## config.mk

```make
export PLATFORM = sky130hd
export DESIGN_NAME = input_window_scheduler
export DESIGN_NICKNAME = d
export VERILOG_FILES = /design/src/rtl/input_window_scheduler.sv
export SDC_FILE = /design/constraint.sdc
export NUM_CORES = 1
export LEC_CHECK = 0
export CORE_ASPECT_RATIO = 0.7
export CORE_MARGIN = 1
export CORE_UTILIZATION = 30
export DETAILED_ROUTE_END_ITERATION = 12
export GPL_ROUTABILITY_DRIVEN = 0
export GPL_TIMING_DRIVEN = 0
export PLACE_DENSITY_LB_ADDON = 0.25
export SLEW_MARGIN = 10
export SYNTH_ARGS = -nofsm -noshare
export SYNTH_HDL_FRONTEND = slang
export SYNTH_SLANG_ARGS = --single-unit
```

## constraint.sdc

```tcl
create_clock -name i_clock -period 8.4 [get_ports i_clock]
set_clock_uncertainty 0.2 [all_clocks]
set_input_delay 1.68 -clock i_clock [delete_from_list [all_inputs] [get_ports i_clock]]
set_output_delay 1.68 -clock i_clock [all_outputs]
set_load 0.02 [all_outputs]
```

## src/rtl/input_window_scheduler.sv

```systemverilog
// Read scheduler for a bank of row FIFOs feeding a sliding-window kernel.
// Walks column/row/channel counters and broadcasts a read enable when every FIFO can supply a full read.
//
// state | meaning
// IDLE  | waiting for a valid start; configuration latched on acceptance
// RUN   | issuing reads whenever all FIFOs are filled and downstream is ready
// DONE  | one-cycle job-complete pulse, then back to IDLE
module input_window_scheduler #(
  parameter int NUM_FIFOS       = 3,
  parameter int READ_PORTS      = 3,
  parameter int POINTER_WIDTH   = 5,
  parameter int INPUT_COL_WIDTH = 6,
  parameter int ROW_WIDTH       = 6,
  parameter int CHANNEL_WIDTH   = 11
) (
  input  logic                                     i_clock,
  input  logic                                     i_reset,
  input  logic                                     i_start,
  input  logic                                     i_abort,
  input  logic [INPUT_COL_WIDTH-1:0]               i_output_size,
  input  logic [ROW_WIDTH-1:0]                     i_output_rows,
  input  logic [CHANNEL_WIDTH-1:0]                 i_num_channels,
  input  logic [NUM_FIFOS*(POINTER_WIDTH+1)-1:0]   i_element_count,
  input  logic                                     i_downstream_ready,
  output logic                                     o_renable,
  output logic [INPUT_COL_WIDTH-1:0]               o_valid_read_count,
  output logic [INPUT_COL_WIDTH-1:0]               o_output_size,
  output logic [ROW_WIDTH-1:0]                     o_row_count,
  output logic [CHANNEL_WIDTH-1:0]                 o_channel_count,
  output logic                                     o_busy,
  output logic                                     o_done,
  output logic                                     o_cfg_error
);

  localparam int CW = POINTER_WIDTH + 1;

  typedef enum logic [1:0] {S_IDLE, S_RUN, S_DONE} state_t;

  state_t                      state, state_nxt;
  logic [INPUT_COL_WIDTH-1:0]  size_q, rd_q;
  logic [ROW_WIDTH-1:0]        rows_q, row_q;
  logic [CHANNEL_WIDTH-1:0]    chans_q, ch_q;
  logic                        cfg_err_q;
  logic                        cfg_ok, fifos_ok, start_ok;
  logic                        row_wrap, ch_wrap, last_read;

  // A single starved FIFO stalls the whole lockstep read.
  always_comb begin
    fifos_ok = 1'b1;
    for (int i = 0; i < NUM_FIFOS; i++) begin
      if (i_element_count[i*CW +: CW] < CW'(READ_PORTS)) fifos_ok = 1'b0;
    end
  end

  assign cfg_ok   = (i_output_size >= INPUT_COL_WIDTH'(2)) &&
                    (i_output_rows != '0) && (i_num_channels != '0);
  assign start_ok = (state == S_IDLE) && i_start && cfg_ok;

  // A row holds size-1 reads; the last one also triggers the FIFO row skip.
  assign row_wrap  = o_renable && (rd_q == size_q - INPUT_COL_WIDTH'(2));
  assign ch_wrap   = row_wrap && (row_q == rows_q - ROW_WIDTH'(1));
  assign last_read = ch_wrap && (ch_q == chans_q - CHANNEL_WIDTH'(1));

  always_ff @(posedge i_clock) begin
    if (i_reset) state <= S_IDLE;
    else         state <= state_nxt;
  end

  always_comb begin
    state_nxt = state;
    case (state)
      S_IDLE:  if (start_ok) state_nxt = S_RUN;
      S_RUN:   if (i_abort) state_nxt = S_IDLE;
               else if (last_read) state_nxt = S_DONE;
      S_DONE:  state_nxt = S_IDLE;
      default: state_nxt = S_IDLE;
    endcase
  end

  always_comb begin
    o_renable = (state == S_RUN) && fifos_ok && i_downstream_ready && !i_abort && !i_reset;
    o_busy    = (state == S_RUN);
    o_done    = (state == S_DONE);
  end

  always_ff @(posedge i_clock) begin
    if (i_reset) begin
      size_q    <= '0;
      rows_q    <= '0;
      chans_q   <= '0;
      rd_q      <= '0;
      row_q     <= '0;
      ch_q      <= '0;
      cfg_err_q <= 1'b0;
    end else begin
      cfg_err_q <= (state == S_IDLE) && i_start && !cfg_ok;
      if (start_ok) begin
        size_q  <= i_output_size;
        rows_q  <= i_output_rows;
        chans_q <= i_num_channels;
        rd_q    <= '0;
        row_q   <= '0;
        ch_q    <= '0;
      end else if (state == S_RUN && i_abort) begin
        rd_q  <= '0;
        row_q <= '0;
        ch_q  <= '0;
      end else if (o_renable) begin
        if (row_wrap) begin
          rd_q <= '0;
          if (ch_wrap) begin
            row_q <= '0;
            ch_q  <= last_read ? '0 : ch_q + 1'b1;
          end else begin
            row_q <= row_q + 1'b1;
          end
        end else begin
          rd_q <= rd_q + 1'b1;
        end
      end
    end
  end

  assign o_valid_read_count = rd_q;
  assign o_output_size      = size_q;
  assign o_row_count        = row_q;
  assign o_channel_count    = ch_q;
  assign o_cfg_error        = cfg_err_q;

endmodule
```

==> flow_metrics.env <==
export IMPL_ys_warn_count=0
export IMPL_synthArstFlopShare=0
export IMPL_post_place_ws_ns=3.10
export IMPL_setup_viol=0
export IMPL_drt_wl_total_mm=7.88
export IMPL_grt_util_all_layers=0.165
export IMPL_cp_slowest_stage_delay_ns=0.61
export IMPL_ir_worst_vdd_mv=0.0847
export IMPL_synthMuxAreaShare=0.0852
export IMPL_ys_ff_latch=49
export IMPL_cp_arrival_ns=3.42
export IMPL_numPortBuffers=77
export IMPL_synth_seq_area_share=0.348
export IMPL_fin_setup_tns_ns=0
export IMPL_synth_most_common_cell="dfxtp_1"
export IMPL_dieArea_sq_um=9790
export IMPL_comb_power_share=0.189
export IMPL_syn_nets=398
export IMPL_rsz0062_at_grt="no"
export IMPL_synth_top_family_by_area="simple AND/OR/NAND/NOR gates"
export IMPL_dr_pass1_iters=4
export IMPL_ios=79
export IMPL_drv_slew=0
export IMPL_syn_inst=346
export IMPL_synth_compound_area_share=0.111
export IMPL_critPathMostFrequentCell="clkdlybuf4s50_1"
export IMPL_crit_chain="clkdlybuf4s50_1, and4bb_1, nand4_4, inv_1, clkdlybuf4s50_1"
export IMPL_clock_sinks=49
export IMPL_slowest_stage="clkdlybuf4s50_1"
export IMPL_synth_xor_xnor_area_share=0.0994
export IMPL_synth_area_top_cells="dfxtp_1 35%, mux2i_1 8.5%, nor2_1 6.1%"
export IMPL_cts_path_max_buffers=2
export IMPL_path_class="in2out"
export IMPL_multi_input_area_sq_um=1720
export IMPL_cts_setup_buffers=0
export IMPL_grt_pass1_vias=2659
export IMPL_synthTopCellsByCount="49 x dfxtp_1, 46 x nor2_1, 29 x nand2_1, 24 x mux2i_1, 21 x nand3_1"
export IMPL_wl_met1_mm=4.07
export IMPL_vias=2770
export IMPL_wl_met3_um=405
export IMPL_dieHeight_um=83.1
export IMPL_cts_max_level=2
export IMPL_regArea_sq_um=981
export IMPL_finalHoldViolCount=0
export IMPL_start_kind="primary input"
export IMPL_drc=0
export IMPL_grt_max_degree=16
export IMPL_fp_dieW_um=118
export IMPL_synth_top_cell_area_share=0.348
export IMPL_synthSimpleGateAreaFrac=0.289
export IMPL_drtIter0Drc=122
export IMPL_clk_pin_slew_ns=0.07
export IMPL_std_cell_rows=29
export IMPL_worst_ep_required_time_ns=6.52
export IMPL_holdBufCountCts=0
export IMPL_maxUsedRoutingLayer="met4"
export IMPL_setup_ws_ns=3.10
export IMPL_clock_power_share=0.363
export IMPL_nets=482
export IMPL_max_freq_mhz=189
export IMPL_hold_path_class="reg2reg"
export IMPL_fillers=912
export IMPL_drive_gt1_frac=0.0371
export IMPL_cap_violations=0
export IMPL_tightest_slew_ns=0.667
export IMPL_vias_per_cell=4.99
export IMPL_ys_flop_type="dfxtp_1"
export IMPL_startpoint="i_abort"
export IMPL_clk_latency_ns=0.29
export IMPL_cts_tree="yes"
export IMPL_intPower_mw=0.407
export IMPL_overflow=0
export IMPL_grt_pass1_wl_mm=13.0
export IMPL_hold_start="rows_q[5]"
export IMPL_crit_fanout=8
export IMPL_avgSynthCellArea_sq_um=8.15
export IMPL_antennaDiodeCount=0
export IMPL_netlist_area_sq_um=2820
export IMPL_pwr_share_seq=0.449
export IMPL_root_buffer="clkbuf_16"
export IMPL_status="finished, final reports clean"
export IMPL_post_cts_resized=0
export IMPL_synth_edff_count=0
export IMPL_synth_area_leader_cell="dfxtp_1"
export IMPL_min_period_ns=5.30
export IMPL_crit_path_end_kind="output pin"
export IMPL_p_leak_nw=1.43
export IMPL_core_area_sq_um=9110
export IMPL_dr_wl_met2_mm=3.32
export IMPL_swShare=0.268
export IMPL_ant_nets=0
export IMPL_wl_per_cell_um=14.2
export IMPL_antenna_found_initial=0
export IMPL_cts_buffers=5
export IMPL_area_growth_pct=37.9
export IMPL_p_per_area_nw_per_um2=143
export IMPL_synthAdderAreaFrac=0.0266
export IMPL_netlist_cell_type_count=45
export IMPL_worstReg2RegStart="chans_q[4]"
export IMPL_timing_final_crit_share=0.631
export IMPL_slew_headroom=0.551
export IMPL_start_util=0.310
export IMPL_hpwlAfterDp_mm=6.16
export IMPL_p_switching_mw=0.149
power by group through the flow:
stage	sequential, mW	combinational (mW)	clock (mW)
after floorplan	0.254	0.0625	0
after global placement	0.254	0.102	0
after detailed placement	0.255	0.105	0
after CTS	0.249	0.105	0.203
after global routing	0.250	0.115	0.213
final	0.249	0.105	0.201
state kept, by name (all words and copies together) (netlist names):
register and flops:
o_output_size 6, chans_q 11, o_cfg_error 1, state 2, o_valid_read_count 6, o_channel_count 11, rows_q 6, o_row_count 6
final timing paths:
kind | to | slack, ns | cells after the start
worst max register to register | o_channel_count[10] | 5.37 | 8
worst min-delay path | rows_q[5] | 0.34 | 2
worst max-delay path | o_renable | 3.10 | 5
worst min register to register | rows_q[5] | 0.34 | 2
area by class of cell:
type,count,area share
plain buffers,15,0.0177
clock buffers,6,0.0331
clock inverters,2,0.00386
inverters,13,0.0125
multi-input cells,269,0.442
flip-flops and latches,49,0.252
well taps,124,0.0399
repair buffers,77,0.198
critical path, delay by kind of cell:
kind,cells,cell delay (ns)
buffers and inverters,3,1.20
AND/OR/NAND/NOR,2,0.55
layout by cell type, fill, tap and decap left out, drive strengths merged, types with 8 or more instances in the layout:
cell type and n:
mux2i 24, nor2 46, nor3 14, clkdlybuf4s50 77
nand2 29, o21ai 8, inv 13, nand3 21
nor4 8, clkbuf 15, xnor2 19, a21oi 14
xor2 13, dfxtp 49
cells by family after synthesis:
| kind of cell | after synthesis |
|---|---|
| DFF | 49 |
| buffers and inverters | 28 |
| and+or+nand+nor | 159 |
| muxes | 24 |
| AOI/OAI and AO/OA | 48 |
| adders and majority gates | 6 |
| xor gates and xnor gates | 32 |
layer usage:
metal  vias to the layer above  track usage
met4                         0       0.0455
met1                      1291        0.230
li1                       1398            -
met5                         -            0
met2                        73        0.253
met3                         8       0.0385
metrics by stage:
stage                util  area [sq um]  hold WS [ns]  instances  power [mW]
finish              0.427          3890         0.335        555       0.555
global route        0.427          3890         0.368        555       0.579
CTS                 0.427          3890         0.332        555       0.558
detailed placement  0.411          3740         0.314        547       0.359
global placement    0.411          3740         0.300        547       0.356
floorplan               -          2820         0.285        346       0.317
No activity file was read; power rests on OpenSTA's default activity.
